### config.mk
export PLATFORM = sky130hd
export DESIGN_NAME = dcm_prog_ctrl
export DESIGN_NICKNAME = d
export VERILOG_FILES = /design/src/rtl/dcm_prog_pkg.sv /design/src/rtl/dcm_prog_shifter.sv /design/src/rtl/dcm_prog_ctrl.sv
export SDC_FILE = /design/constraint.sdc
export NUM_CORES = 1
export LEC_CHECK = 0
export BUFFER_PORTS_ARGS = -buffer_cell sky130_fd_sc_hd__buf_2
export CORE_MARGIN = 1.5
export CORE_UTILIZATION = 37
export DETAILED_ROUTE_END_ITERATION = 10
export PLACE_DENSITY = 0.65
export SYNTH_ARGS = -nofsm -noshare
export SYNTH_HDL_FRONTEND = slang
export SYNTH_HIERARCHICAL = 1
export SYNTH_SLANG_ARGS = --single-unit
### constraint.sdc
create_clock -name clk -period 2.65 [get_ports clk]
set_input_delay 0.53 -clock clk [delete_from_list [all_inputs] [get_ports clk]]
set_output_delay 0.53 -clock clk [all_outputs]
set_load 0.01 [all_outputs]
### src/rtl/dcm_prog_pkg.sv
// dcm_prog_pkg: shared FSM states and DCM_CLKGEN serial command constants
package dcm_prog_pkg;
    typedef enum logic [2:0] {
        IDLE, LOAD_D, GAP_D, LOAD_M, GAP_M, GO, WAIT_DONE, WAIT_LOCK
    } state_t;
    localparam logic [1:0] CMD_LOAD_D = 2'b01;
    localparam logic [1:0] CMD_LOAD_M = 2'b11;
    localparam int LOAD_LEN = 10;
endpackage

### src/rtl/dcm_prog_shifter.sv
// dcm_prog_shifter: serialises {value,cmd} LSB first with en, or a one-cycle GO frame
module dcm_prog_shifter
    import dcm_prog_pkg::*;
(
    input  logic       clk,
    input  logic       rst,
    input  logic       load,
    input  logic       go,
    input  logic [7:0] value,
    input  logic [1:0] cmd,
    output logic       en,
    output logic       data,
    output logic       last
);
    logic [9:0] sr;
    logic [3:0] cnt;
    assign data = sr[0];
    assign last = en && cnt == 4'(LOAD_LEN - 1);
    always_ff @(posedge clk or posedge rst) begin
        if (rst) begin
            sr  <= '0;
            en  <= 1'b0;
            cnt <= '0;
        end else if (load) begin
            sr  <= {value, cmd};
            en  <= 1'b1;
            cnt <= '0;
        end else if (go) begin
            sr  <= '0;
            en  <= 1'b1;
            cnt <= 4'(LOAD_LEN - 1);
        end else if (last) begin
            sr  <= '0;
            en  <= 1'b0;
            cnt <= '0;
        end else if (en) begin
            sr  <= sr >> 1;
            cnt <= cnt + 4'd1;
        end
    end
endmodule

### src/rtl/dcm_prog_ctrl.sv
// dcm_prog_ctrl: reprograms a DCM_CLKGEN M/D pair over PROGEN/PROGDATA, issues GO, waits for lock
module dcm_prog_ctrl
    import dcm_prog_pkg::*;
#(
    parameter int TIMEOUT_CYC = 200000,
    parameter int LOCK_SYNC   = 2
) (
    input  logic       clk,
    input  logic       rst,
    input  logic       req,
    input  logic [7:0] mult_m1,
    input  logic [7:0] div_d1,
    output logic       busy,
    output logic       done,
    output logic       err,
    output logic       prog_en,
    output logic       prog_data,
    input  logic       prog_done,
    input  logic       locked
);
    localparam int TW = $clog2(TIMEOUT_CYC + 1);
    state_t state, state_n;
    logic [7:0] m_q;
    logic [LOCK_SYNC-1:0] sync;
    logic [TW-1:0] tcnt;
    logic pd_q, accept, load, go, sh_last, lock_s, pd_rise, tmo, done_n, err_n;
    logic [7:0] sh_val;
    logic [1:0] sh_cmd;
    // lock only counts once every synchroniser stage agrees, so short glitches never pass
    assign lock_s  = &sync;
    assign pd_rise = prog_done & ~pd_q;
    always_ff @(posedge clk or posedge rst) begin
        if (rst) sync <= '0;
        else sync <= {sync[LOCK_SYNC-2:0], locked};
    end
    always_ff @(posedge clk or posedge rst) begin
        if (rst) begin
            state <= IDLE;
            busy  <= 1'b0;
            done  <= 1'b0;
            err   <= 1'b0;
            m_q   <= '0;
            pd_q  <= 1'b0;
            tcnt  <= '0;
        end else begin
            state <= state_n;
            busy  <= state_n != IDLE;
            done  <= done_n;
            err   <= err_n;
            m_q   <= accept ? mult_m1 : m_q;
            pd_q  <= prog_done;
            tcnt  <= state_n != state ? '0 : (tcnt == TW'(TIMEOUT_CYC) ? tcnt : tcnt + 1'b1);
        end
    end
    always_comb begin
        state_n = state;
        case (state)
            IDLE:      state_n = accept ? LOAD_D : IDLE;
            LOAD_D:    state_n = sh_last ? GAP_D : LOAD_D;
            GAP_D:     state_n = LOAD_M;
            LOAD_M:    state_n = sh_last ? GAP_M : LOAD_M;
            GAP_M:     state_n = GO;
            GO:        state_n = WAIT_DONE;
            WAIT_DONE: state_n = pd_rise ? WAIT_LOCK : (tmo ? IDLE : WAIT_DONE);
            WAIT_LOCK: state_n = (lock_s || tmo) ? IDLE : WAIT_LOCK;
            default:   state_n = IDLE;
        endcase
    end
    always_comb begin
        accept = state == IDLE && req && mult_m1 != '0;
        load   = accept || state == GAP_D;
        go     = state == GAP_M;
        sh_val = state == GAP_D ? m_q : div_d1;
        sh_cmd = state == GAP_D ? CMD_LOAD_M : CMD_LOAD_D;
        tmo    = (state == WAIT_DONE || state == WAIT_LOCK) && tcnt == TW'(TIMEOUT_CYC - 1);
        done_n = state == WAIT_LOCK && lock_s;
        err_n  = (state == IDLE && req && mult_m1 == '0)
              || (tmo && !done_n && !(state == WAIT_DONE && pd_rise));
    end
    dcm_prog_shifter u_shifter (
        .clk   (clk),
        .rst   (rst),
        .load  (load),
        .go    (go),
        .value (sh_val),
        .cmd   (sh_cmd),
        .en    (prog_en),
        .data  (prog_data),
        .last  (sh_last)
    );
endmodule

# ---- Yosys cells after proc, flatten, opt, wreduce, memory -nomap -nowiden
# Cells that the tools add are included.
dict set report classes {
  addsub 2
  reduce_logical 22
  muxes 22
  eq_ne 12
  n_bitwise 2
}
# op count
set ops {}
lappend ops {{two-way mux 10 bit} 4}
lappend ops {{== test 18 bit, second input constant} 2}
lappend ops {{two-way mux 18 bit} 2}
lappend ops {{one-hot mux 3 bit (8 select lines)} 1}
lappend ops {{adder 18 x 1 -> 18 bit, second input constant} 1}
lappend ops {{two-way mux 4 bit} 4}
lappend ops {{== test 3 bit, second input constant} 4}
lappend ops {{two-way mux 3 bit} 4}
lappend ops {{logical AND 1 bit} 9}
lappend ops {{logical NOT 8 bit} 1}
lappend ops {{two-way mux 8 bit} 1}
lappend ops {{nonzero test 8 bit} 1}
lappend ops {{== test 3 x 2 -> 1 bit, second input constant} 2}
lappend ops {{nonzero test 3 bit} 2}
lappend ops {{adder 4 x 1 -> 4 bit, second input constant} 1}
lappend ops {{== test 4 bit, second input constant} 1}
lappend ops {{logical OR 1 bit} 4}
lappend ops {{two-way mux 1 bit} 4}
lappend ops {{two-way mux 2 bit} 2}
lappend ops {{nonzero test 4 bit} 1}
lappend ops {{== test 3 x 1 -> 1 bit, second input constant} 1}
lappend ops {{logical NOT 3 bit} 1}
lappend ops {{inequality test 3 bit} 1}
lappend ops {{logical NOT 1 bit} 2}
lappend ops {{other kinds (4)} 4}
dict set report totals {
  output_inout_bits 5
  regBits 50
  wordCells 71
  input_bits 21
}

# ---- Depth between registers and ports, before layout
dict set report depth {
  depth_word 8
  ltp_mapped 9
  mapped_depth_nobuf 9
}

# ---- Cells and area by module
# The synthesis kept the hierarchy.
# mod area_per_inst_um2 seq_area_each_um2 cells_per_inst n_inst
set modules_own_cells {}
lappend modules_own_cells {dcm_prog_ctrl 1901.8 875.8 182 1}
lappend modules_own_cells {dcm_prog_shifter 745.7 375.4 66 1}

# ---- Least setup slack after synthesis
# Ideal clock, no wire load.
dict set report synth_timing {
  kind {register to register}
  from {register state[1]}
  to {register u_shifter.sr[0]}
  synth_period_minus_slack_ps 2118
  setup_slack_ps 532
  t_arrival_ps 2000
  setup_time_ps 118
  stages_incl_launch_ff 10
  cell_sequence {dfrtp_1 > clkbuf_1 > nor3_1 > nand2_1 > a21oi_2 > or2_1 > nor2_1 > o211a_1 > buf_2 > a21o_1}
}
dict set report synth_via {
  elab_chain_len 5
  elab_cells_between_ends 9
  classes_between {eq/ne (2); mux (2); reduce/logical (5)}
}
# element line_no
set synth_lines {}
lappend synth_lines {{from (decl)} dcm_prog_ctrl.sv:22} ;# state_t state, state_n;
lappend synth_lines {{from (signal assigned)} dcm_prog_ctrl.sv:46} ;# state <= state_n;
lappend synth_lines {{logical NOT 3 bit} dcm_prog_ctrl.sv:70} ;# accept = state == IDLE && req && mult_m1 != '0;
lappend synth_lines {{logical AND 1 bit (2 in a row)} dcm_prog_ctrl.sv:70}
lappend synth_lines {{logical OR 1 bit *} dcm_prog_ctrl.sv:71} ;# load = accept || state == GAP_D;
lappend synth_lines {{via load} dcm_prog_ctrl.sv:26} ;# logic pd_q, accept, load, go, sh_last, lock_s, pd_rise, tmo, done_n, err_n;
lappend synth_lines {{nonzero test 4 bit (no source line) or two-way mux 10 bit (tied branches)} --}
lappend synth_lines {{to (signal assigned)} dcm_prog_shifter.sv:25} ;# sr <= {value, cmd};
lappend synth_lines {{to (signal assigned)} dcm_prog_shifter.sv:37} ;# sr <= sr >> 1;
lappend synth_lines {{to (decl)} dcm_prog_shifter.sv:15} ;# logic [9:0] sr;
# The timed path passes the listed nets; every way through them passes the cells marked *.
# A chain may end at the register's enable or synchronous reset.

# ---- Worst setup path in the final report
dict set report layout_timing {
  from {register tcnt[1]}
  to {register tcnt[8]}
}
dict set report layout_via {
  elab_chain_len 7
  elab_cells_between_ends 13
  classes_between {add/sub (1); eq/ne (4); mux (6); reduce/logical (2)}
}
# element line_no
set layout_lines {}
lappend layout_lines {{from (decl)} dcm_prog_ctrl.sv:25} ;# logic [TW-1:0] tcnt;
lappend layout_lines {{from (signal assigned)} dcm_prog_ctrl.sv:52} ;# tcnt <= state_n != state ? '0 : (tcnt == TW'(TIMEOUT_CYC) ? tcnt : tcnt + 1'b1);
lappend layout_lines {{== test 18 bit} dcm_prog_ctrl.sv:75} ;# tmo = (state == WAIT_DONE || state == WAIT_LOCK) && tcnt == TW'(TIMEOUT_CYC - 1);
lappend layout_lines {{logical AND 1 bit} dcm_prog_ctrl.sv:75}
lappend layout_lines {{two-way mux 3 bit or logical OR 1 bit (tied branches)} {dcm_prog_ctrl.sv:64, dcm_prog_ctrl.sv:65}}
lappend layout_lines {{two-way mux 3 bit (on tied branches)} {dcm_prog_ctrl.sv:64, dcm_prog_ctrl.sv:65}}
lappend layout_lines {{one-hot mux 3 bit (8 select lines)} dcm_prog_ctrl.sv:57} ;# case (state)
lappend layout_lines {{inequality test 3 bit} dcm_prog_ctrl.sv:52}
lappend layout_lines {{inequality test 2 bit (no source line) or two-way mux 18 bit (tied branches)} --}
# Several ways; a longest one is shown, not always the timed one. The select of a mux whose other input is x is not followed.

==> results summary <==
The flow ran to the end, and the final reports show no timing, DRC or antenna violations. The cell count after synthesis is ~250. The post-detailed-route count of antenna-violating nets came out at 0.

The synthesized netlist devotes between 20% and 30% of its cell area to simple gates. The pin count of the biggest net entering global routing came out at 36. Based on the critical path, the design can be clocked at up to between 400 and 500 MHz. The logic depth of the worst register-to-register path is 6. The critical path data arrival time came out at between 2 and 2.5 ns.

The worst setup path is captured at a flop. The horizontal extent of the die came out at between 80 and 90 um. Leaving out fill and tap cells, the most frequent cells in the layout are sky130_fd_sc_hd__dfrtp_1, sky130_fd_sc_hd__buf_2, sky130_fd_sc_hd__nand2_1. The number of enable flip-flop cells after synthesis is 0. The placeable core region is slightly below 0.007 sq mm. The number of fill cells in the layout is about 660.

In this run the tool buffered the top-level ports with 25 buffer cells. The remaining max-slew budget at the tightest pin is roughly 57%. The die outline height came out at 87.6 um. Setup repair after global routing left no endpoint under its margin. For this design, the CTS-stage hold fixing added 0 buffers.

For this run, the number of Yosys warnings is 6. The full die area came out at about 0.0077 sq mm. The most area-hungry cell type in the Yosys netlist is sky130_fd_sc_hd__dfrtp_1. The floorplan has 30 rows. VDD sags by at most between 0.0003 and 0.0004 V. The post-route netlist has between 20% and 30% of its cells at a drive strength greater than 1.

The number of inserted diodes came out at 0. The power per standard cell area is 906 mW/mm^2. Clock tree synthesis selected as its root buffer the cell sky130_fd_sc_hd__clkbuf_8.

The clock-pin transition on the worst setup and hold timing paths is roughly 0.1 ns. The number of global-route vias before repair came out at between 1,500 and 2,000. The number of hold violations in the final report is 0. The min-delay analysis places its worst path in the category in2async. The post-synthesis xor/xnor area fraction came out at ~5.3%. Summed over all layers, the global routing overflow is 0. The final weighted congestion in routability-driven placement came out at 0.775.

The primary flip-flop cell chosen by synthesis mapping is sky130_fd_sc_hd__dfrtp_1. TritonCTS built the clock tree. The area added between synthesis and finish came out at 13.6%. The maximum root-to-sink buffer count came out at 2. The setup-violating endpoint count in the final report is 0. The adder and majority gate portion of the synthesized area is 1.89%.

Once the floorplan was initialized, standard cells occupied between 30% and 40% of the core. For this block, the routed nets add up to 5.50 mm of wire. For this run, asynchronously set or reset flops after synthesis account for 100%. The proportion of synthesized chip area in sequential cells is a little under half. The cell area after technology mapping is between 0.002 and 0.003 sq mm.

The final cycle utilization of the critical path is 83.4%. The HPWL after detailed placement is between 3 and 4 mm. In this run the static leakage power is between 1 and 1.5 nW. The endpoint identified for the worst register-to-register timing path is tcnt[8]$_DFFE_PP0P_.

The mean post-synth cell area came out at about 11 sq um. The initial detailed-routing violation count came out at slightly below 200. The distinct cell type count of the synthesized netlist is 54.

The number of search-and-repair iterations in the first detailed-routing pass is 4. The first-pass GRT wire length is between 9 and 10 mm. Summing the areas of all compound-gate instances in the mapped netlist gives a little over an eighth of the synthesized area. The total power consumption of the routed design is about 2.7 mW. The post-synth net total is about 270.

The number of levels in the clock H-tree came out at 2. Counting the buffers created by CTS gives 5. In the final routed layout, each cell accounts on average for roughly 15 um. The initial antenna violation count is 0. The mean number of vias per cell came out at about 5.2. The count of unresolved DRC violations after routing is 0.

Global routing used around 16% of the available tracks across all layers. The worst setup path is launched from a flop. The reg-to-reg startpoint is tcnt[1]$_DFFE_PP0P_. The time the worst path needs with I/O delays and setup came out at about 2.2 ns. Detailed routing inserted a total of slightly below 2,000 vias.

The register-to-register setup slack is between 0.4 and 0.5 ns. The number of slew-limit violations in the final report is 0. After synthesis, the largest family of logic cells by area is simple AND/OR/NAND/NOR gates. The number of setup buffers added after CTS is 0. The clock arrives with 0.0127 ns of skew. The top cell type by area accounts for between 40% and 50% of the synthesized area. The library cell used most frequently in the layout, excluding fill and tap cells, is sky130_fd_sc_hd__dfrtp_1.

The clock sink total came out at 50. The count of max-cap constraint violations came out at 0. After synthesis, the cell types taking the most area are sky130_fd_sc_hd__dfrtp_1, sky130_fd_sc_hd__nor3_1, sky130_fd_sc_hd__mux2_1. For the pin with the worst max-slew slack, the measured transition is ~0.64 ns. The clock latency on the worst-skew pair came out at ~0.31 ns. The synthesis-stage register bit count came out at 50. Along the worst path, the maximum fanout reaches 10. The critical path start-end classification is reg2reg. The number of gates resized after CTS was 0. 26 I/O pins were placed. In the final design database the tool counted between 300 and 400 nets.

The aggregate negative setup slack is 0 ns. In the synthesized netlist, mux cells make up under 10% of the area. The data required time at the worst endpoint is 2.82 ns.
## cell type report
cell class | instances | area, sq um | area share, %
timing repair buffer | 31 | 170 | 5.66
inverter | 8 | 30.0 | 0.999
clock buffer | 6 | 82.6 | 2.75
multi-input combinational | 180 | 1310 | 43.7
clock inverter | 2 | 38.8 | 1.29
sequential | 50 | 1250 | 41.6
tap | 96 | 120 | 4.00
## worst max path at each step
| stage | startpoint | end | slack [ns] | depth (start not counted) |
|---|---|---|---|---|
| after floorplan | state[1]$_DFF_PP0_ | u_shifter/sr[0]$_DFFE_PP0P_ | 0.53 | 9 |
| after global placement | mult_m1[1] | u_shifter/sr[2]$_DFFE_PP0P_ | 0.42 | 7 |
| after detailed placement | mult_m1[1] | u_shifter/sr[4]$_DFFE_PP0P_ | 0.36 | 7 |
| after CTS | tcnt[1]$_DFFE_PP0P_ | tcnt[8]$_DFFE_PP0P_ | 0.43 | 6 |
| after global routing | tcnt[0]$_DFFE_PP0P_ | tcnt[8]$_DFFE_PP0P_ | 0.22 | 6 |
| final | tcnt[1]$_DFFE_PP0P_ | tcnt[8]$_DFFE_PP0P_ | 0.44 | 6 |
## synthesized netlist by cell type, types with 7 or more instances
master,number
sky130_fd_sc_hd__dfrtp_1,50
sky130_fd_sc_hd__nand2_1,22
sky130_fd_sc_hd__nor3_1,20
sky130_fd_sc_hd__a22o_1,10
sky130_fd_sc_hd__a21o_1,9
sky130_fd_sc_hd__nand3_1,9
sky130_fd_sc_hd__nor2_1,9
sky130_fd_sc_hd__xor2_1,9
sky130_fd_sc_hd__inv_1,8
sky130_fd_sc_hd__mux2_1,8
sky130_fd_sc_hd__mux2_2,8
sky130_fd_sc_hd__xnor2_1,7
## worst max-delay path, cell delays in order (launching register included)
cell and delay (ns):
sky130_fd_sc_hd__dfrtp_1 0.42, sky130_fd_sc_hd__ha_1 0.21, sky130_fd_sc_hd__nand3_1 0.22, sky130_fd_sc_hd__nor3_2 0.45, sky130_fd_sc_hd__nand4_1 0.17, sky130_fd_sc_hd__a21oi_2 0.48
sky130_fd_sc_hd__nor3_1 0.11
## power breakdown
part           internal (mW)  switching, mW
Combinational          0.448          0.514
Clock                  0.311          0.272
Sequential             0.961          0.218
Total                   1.72           1.00
## logic make-up (layout without fill, tap and decap cells)
group / after synthesis / in the layout
AND/OR/NAND/NOR: 97 / 97
adder cells (fa/ha/maj): 4 / 4
AO/OA/AOI/OAI: 45 / 45
buffers and inverters: 18 / 47
XOR/XNOR: 16 / 16
multiplexers: 17 / 17
flip-flops: 50 / 50
other: 1 / 1
## registers in the layout, indices dropped and copies added, names as in the netlist
name / count
m_q: 8
err: 1
u_shifter/sr: 10
pd_q: 1
busy: 1
done: 1
state: 3
u_shifter/en: 1
u_shifter/cnt: 4
sync: 2
tcnt: 18
## routing by layer
layer  part of all wire, %  vias up  global-route usage [%]
met5                     0        -                       0
met4                   1.9        0                    6.20
met3                   3.5        8                    3.02
li1                      -      963                       -
met1                    51      936                    23.5
met2                    44       32                    22.7
## stage by stage
step           hold WS [ns]  utilization (%)  area, sq um  worst slack (ns)  cells
2_1_floorplan         0.375                -         2650             0.532    248
3_3_place_gp          0.411             42.0         2890             0.417    365
3_5_place_dp          0.409             42.0         2890             0.362    365
4_1_cts               0.286             43.8         3010             0.434    373
5_1_grt               0.303             43.8         3010             0.220    373
6_report              0.272             43.8         3010             0.439    373
Power figures use the tool's default switching activity.
